$ cat config.mk
export PLATFORM = sky130hd
export DESIGN_NAME = clock_mode_fsm
export DESIGN_NICKNAME = d
export VERILOG_FILES = /design/src/rtl/clock_mode_fsm.sv
export SDC_FILE = /design/constraint.sdc
export NUM_CORES = 1
export LEC_CHECK = 0
export ABC_AREA = 1
export CELL_PAD_IN_SITES_DETAIL_PLACEMENT = 1
export CELL_PAD_IN_SITES_GLOBAL_PLACEMENT = 1
export CORE_UTILIZATION = 47
export CTS_CLUSTER_SIZE = 8
export DETAILED_ROUTE_END_ITERATION = 10
export HOLD_SLACK_MARGIN = 0.1
export PLACE_DENSITY_LB_ADDON = 0.08
export SETUP_SLACK_MARGIN = 0.2
export SLEW_MARGIN = 25
export SYNTH_ARGS = -nofsm -noshare
export SYNTH_HDL_FRONTEND = slang
export SYNTH_SLANG_ARGS = --single-unit
$ cat constraint.sdc
create_clock -name clk -period 3 [get_ports clk]
set_clock_uncertainty 0.15 [all_clocks]
set_input_delay 0.45 -clock clk [delete_from_list [all_inputs] [get_ports clk]]
set_output_delay 0.45 -clock clk [all_outputs]
set_load 0.1 [all_outputs]
$ cat src/rtl/clock_mode_fsm.sv
// Mode controller for a digital clock: init wait, normal run, time/alarm tuning and alarm ringing.
// All outputs are registered; keys are single-cycle debounced press pulses.
module clock_mode_fsm #(
    parameter int unsigned INIT_CYCLES  = 32'd50_000_000,
    parameter int unsigned IDLE_CYCLES  = 32'd500_000_000,
    parameter int unsigned ALARM_CYCLES = 32'd3_000_000_000
) (
    input  logic       clk,
    input  logic       rst_n,
    input  logic       key_mode,
    input  logic       key_sel,
    input  logic       key_inc,
    input  logic       alarm_en,
    input  logic       alarm_match,
    output logic [2:0] sys_status,
    output logic [1:0] tune_status,
    output logic       time_inc,
    output logic       alarm_inc,
    output logic       time_hold
);

    typedef enum logic [2:0] {
        StInit        = 3'd0,
        StNorm        = 3'd1,
        StTuneSel     = 3'd2,
        StTuning      = 3'd3,
        StTuneAlarm   = 3'd4,
        StAlarmTuning = 3'd5,
        StAlarming    = 3'd6
    } state_e;

    typedef enum logic [1:0] {
        TNone   = 2'd0,
        TSecond = 2'd1,
        TMinute = 2'd2,
        THour   = 2'd3
    } field_e;

    state_e      state_q, state_d;
    field_e      field_q, field_d;
    logic [31:0] cnt_q, cnt_d;
    logic        match_q;
    logic        time_inc_q, time_inc_d;
    logic        alarm_inc_q, alarm_inc_d;
    logic        hold_q;

    logic do_mode, do_sel, do_inc, any_key;
    logic match_rise, idle_expired, in_tune;

    // Only the highest-priority key of a same-cycle group acts.
    assign do_mode = key_mode;
    assign do_sel  = key_sel & ~key_mode;
    assign do_inc  = key_inc & ~key_mode & ~key_sel;
    assign any_key = key_mode | key_sel | key_inc;

    assign match_rise   = alarm_match & ~match_q;
    assign idle_expired = (cnt_q == IDLE_CYCLES - 32'd1);
    assign in_tune      = state_q inside {StTuneSel, StTuning, StTuneAlarm, StAlarmTuning};

    function automatic field_e next_field(input field_e f);
        case (f)
            TSecond: next_field = TMinute;
            TMinute: next_field = THour;
            default: next_field = TSecond;
        endcase
    endfunction

    always_comb begin
        state_d     = state_q;
        field_d     = field_q;
        time_inc_d  = 1'b0;
        alarm_inc_d = 1'b0;

        case (state_q)
            StInit: begin
                if (cnt_q == INIT_CYCLES - 32'd1) state_d = StNorm;
            end
            StNorm: begin
                // A fresh alarm match wins over any key press.
                if (alarm_en && match_rise) begin
                    state_d = StAlarming;
                end else if (do_mode) begin
                    state_d = StTuneSel;
                    field_d = TSecond;
                end
            end
            StTuneSel: begin
                if (do_mode) begin
                    state_d = StTuneAlarm;
                    field_d = TSecond;
                end else if (do_sel) begin
                    field_d = next_field(field_q);
                end else if (do_inc) begin
                    state_d = StTuning;
                end else if (idle_expired) begin
                    state_d = StNorm;
                end
            end
            StTuning: begin
                if (do_mode) begin
                    state_d = StNorm;
                end else if (do_sel) begin
                    state_d = StTuneSel;
                end else if (do_inc) begin
                    time_inc_d = 1'b1;
                end else if (idle_expired) begin
                    state_d = StNorm;
                end
            end
            StTuneAlarm: begin
                if (do_mode) begin
                    state_d = StNorm;
                end else if (do_sel) begin
                    field_d = next_field(field_q);
                end else if (do_inc) begin
                    state_d = StAlarmTuning;
                end else if (idle_expired) begin
                    state_d = StNorm;
                end
            end
            StAlarmTuning: begin
                if (do_mode) begin
                    state_d = StNorm;
                end else if (do_sel) begin
                    state_d = StTuneAlarm;
                end else if (do_inc) begin
                    alarm_inc_d = 1'b1;
                end else if (idle_expired) begin
                    state_d = StNorm;
                end
            end
            StAlarming: begin
                if (any_key || !alarm_en || (cnt_q == ALARM_CYCLES - 32'd1)) state_d = StNorm;
            end
            default: state_d = StNorm;
        endcase

        if (state_d inside {StInit, StNorm, StAlarming}) field_d = TNone;

        // Counter restarts on every state entry and, in tune states, on every key.
        if (state_d != state_q) begin
            cnt_d = 32'd0;
        end else if (in_tune && any_key) begin
            cnt_d = 32'd0;
        end else begin
            cnt_d = cnt_q + 32'd1;
        end
    end

    always_ff @(posedge clk or negedge rst_n) begin
        if (!rst_n) begin
            state_q     <= StInit;
            field_q     <= TNone;
            cnt_q       <= 32'd0;
            match_q     <= 1'b0;
            time_inc_q  <= 1'b0;
            alarm_inc_q <= 1'b0;
            hold_q      <= 1'b0;
        end else begin
            state_q     <= state_d;
            field_q     <= field_d;
            cnt_q       <= cnt_d;
            match_q     <= alarm_match;
            time_inc_q  <= time_inc_d;
            alarm_inc_q <= alarm_inc_d;
            hold_q      <= (state_d == StTuning);
        end
    end

    assign sys_status  = state_q;
    assign tune_status = field_q;
    assign time_inc    = time_inc_q;
    assign alarm_inc   = alarm_inc_q;
    assign time_hold   = hold_q;

endmodule
==> flow_summary.json <==
{
  "grt_use_total_pct": 25.9,
  "slew_headroom_pct": 61.0,
  "seq_area_frac_synth_pct": 37.5,
  "crit_family": "simple AND/OR/NAND/NOR gates",
  "setup_violations": 0,
  "preCtsSetupSlack_ps": 223,
  "avgSynthCellArea_um2": 7.23,
  "yosysWarnings": 0,
  "path_clk_slew_ps": 90,
  "fin_cells": 468,
  "ant_nets": 0,
  "num_vias": 2447,
  "insertion_delay_ps": 300,
  "antenna_found_initial": 0,
  "critPathSlowestCell": "clkdlybuf4s50_1",
  "seqPwrFrac_pct": 47.2,
  "die_y_um": 78.3,
  "layout_common_cells": "80 x nand2_1, 57 x nor2_1, 51 x inv_1",
  "num_rows": 27,
  "diodes": 0,
  "dp_hpwl_mm": 5.47,
  "finish.utilization_pct": 55.1,
  "io_pins": 15,
  "critPathMaxStageDelay_ps": 530,
  "crit_fanout": 22,
  "peakVddDrop_v": 0.000371,
  "grt-ovfl-total": 0,
  "postCtsSetupRepairBufs": 0,
  "route.met2.wl_mm": 3.53,
  "io_buffers": 14,
  "grt_pass1_wl_mm": 12.3,
  "power_frac_comb_pct": 13.3,
  "m1WireLength_mm": 3.14,
  "min_path_type": "reg -> reg",
  "p_leak_uw": 0.00132,
  "dp_cells": 459,
  "setup_tns_ps": 0,
  "synth_area_mm2": 0.00273,
  "p_int_uw": 1030,
  "final_common_cell": "nand2_1",
  "period_needed_ps": 2480,
  "r2r-start": "cnt_q[0]$_DFF_PN0_",
  "switching_power_uw": 358,
  "cpMostUsedCell": "nand2_1",
  "worstMarginPinSlew_ps": 580,
  "drt-total-wl_mm": 7.01,
  "grt_max_degree": 42,
  "path_class": "in -> reg",
  "crit_required_ps": 3040,
  "post-route-period-util_pct": 82.7,
  "clk_path_buf_depth": 2,
  "fin_ws_ps": 519,
  "path_buf_inv": 3,
  "drcViolationCount": 0,
  "maxCapViolations": 0,
  "cts_tree": "done",
  "core_mm2": 0.00554,
  "dr.first_iter.drc_count": 82,
  "fmax_ghz": 0.403,
  "switching_share_pct": 25.9,
  "hold_start": "cnt_q[0]$_DFF_PN0_",
  "ys_types": 29,
  "final_max_slew_viol_count": 0,
  "syn_inst": 378,
  "power_density_mw_per_mm2": 453,
  "dr.max_layer_used": "met4",
  "hold_viol_final": 0,
  "cts_made_buffers": 5,
  "ctsHtreeMaxLevel": 2,
  "post_cts_resize_count": 0,
  "areaGrowthSynthToFinish_pct": 11.8,
  "rsz0062_at_grt": "false",
  "outcome": "finished, final reports clean",
  "initial_utilization_pct": 49.3,
  "cts_sinks": 41,
  "fill_cells": 718,
  "gp_congestion": 0.917,
  "layout.nets": 404,
  "cts-root-buf": "clkbuf_8",
  "startpoint_type": "input pin",
  "dieArea_mm2": 0.00613,
  "clockPowerShare_pct": 39.5,
  "ys_ff_latch": 41,
  "die_w_um": 78.3,
  "hold_buffers": 0,
  "wl_met3_um": 227,
  "endpoint_kind": "register",
  "cp-startpoint": "key_mode",
  "syn_nets": 387,
  "dr.pass1.iters": 4,
  "drive_above_1_share_pct": 16.7,
  "first_global_vias": 2622,
  "crit_chain": "clkdlybuf4s50_1 > nor2_1 > inv_1 > nand4_1 > nand2_1 > nand2_1 > nand3_2 > nand2_1 > nand2_2 > nand3_4 > buf_12 > nor2_2",
  "routed_via_density": 5.23,
  "wl_per_cell_um": 15.0,
  "cp.arrival_ps": 2520
}
-- power groups by stage --
stage | logic (uW) | registers (uW) | clock network [uW]
6_report | 184 | 653 | 546
4_1_cts | 186 | 653 | 554
2_1_floorplan | 144 | 653 | 0
3_5_place_dp | 184 | 663 | 0
5_1_grt | 204 | 661 | 581
3_3_place_gp | 176 | 659 | 0
-- metal layers --
layer	vias to the layer above	global-route usage (%)
met5	-	0
met4	0	9.63
met3	12	3.95
met2	34	45.8
met1	1191	31.6
li1	1210	-
-- sequential cells by signal, indices dropped and copies added (netlist names) --
signal,cells
alarm_inc,1
cnt_q,32
match_q,1
sys_status,3
time_hold,1
time_inc,1
tune_status,2
-- cells in the mapped netlist, drive strengths merged --
library cell	number	area (um2)
a21oi	7	38.8
and2	2	12.5
buf	6	53.8
dfrtp	41	1030
ha	2	25.0
inv	57	214
nand2	82	313
nand3	25	153
nand3b	1	7.51
nand4	9	56.3
nor2	89	424
nor3	15	90.1
nor4	4	25.0
o211ai	1	7.51
o21ai	9	45.0
o31ai	2	15.0
xnor2	3	26.3
xor2	23	201
-- cell type report --
class	count	area, um2	share of cell area [%]
Clock buffer	5	68.8	2.25
Clock inverter	3	68.8	2.25
Inverter	57	214	7.00
Multi-Input combinational cell	274	1440	47.1
Sequential cell	41	1030	33.6
Tap cell	72	90.1	2.95
Timing Repair Buffer	16	148	4.83
-- final timing paths --
kind | cells past startpoint | slack, ps | to
max reg2reg | 14 | 550 | cnt_q[10]$_DFF_PN0_
min reg2reg | 1 | 320 | cnt_q[0]$_DFF_PN0_
max | 12 | 520 | cnt_q[10]$_DFF_PN0_
max in group asynchronous | 2 | 1810 | tune_status[1]$_DFFE_PN0P_
min | 1 | 320 | cnt_q[0]$_DFF_PN0_
min in group asynchronous | 2 | 520 | cnt_q[17]$_DFF_PN0_
-- cell families after synthesis --
family	share of synthesized area [%]
adder cells (fa/ha/maj)	0.915
XOR/XNOR	8.33
flip-flops	37.5
buffers and inverters	9.79
AND/OR/NAND/NOR	39.5
AO/OA/AOI/OAI	3.89
-- worst register-to-register path: stages, from the launching register on --
cell     delay [ps]
dfrtp_1         410
ha_1            240
nand3_2         110
inv_2            40
nand3_1         170
nor2_1          100
nand3_1         100
nand2_1          60
nor2_2          170
nand3_2         110
nand2_1          90
nand2_2          90
nand3_4         180
buf_12          240
nor2_2           60
-- through the flow --
stage	total power [uW]	hold WS, ps	area [um2]
6_report	1380	323	3060
5_1_grt	1450	350	3060
4_1_cts	1390	170	3040
3_5_place_dp	847	315	2910
3_3_place_gp	835	308	2910
2_1_floorplan	797	4.41	2730
Power figures use the tool's default switching activity.
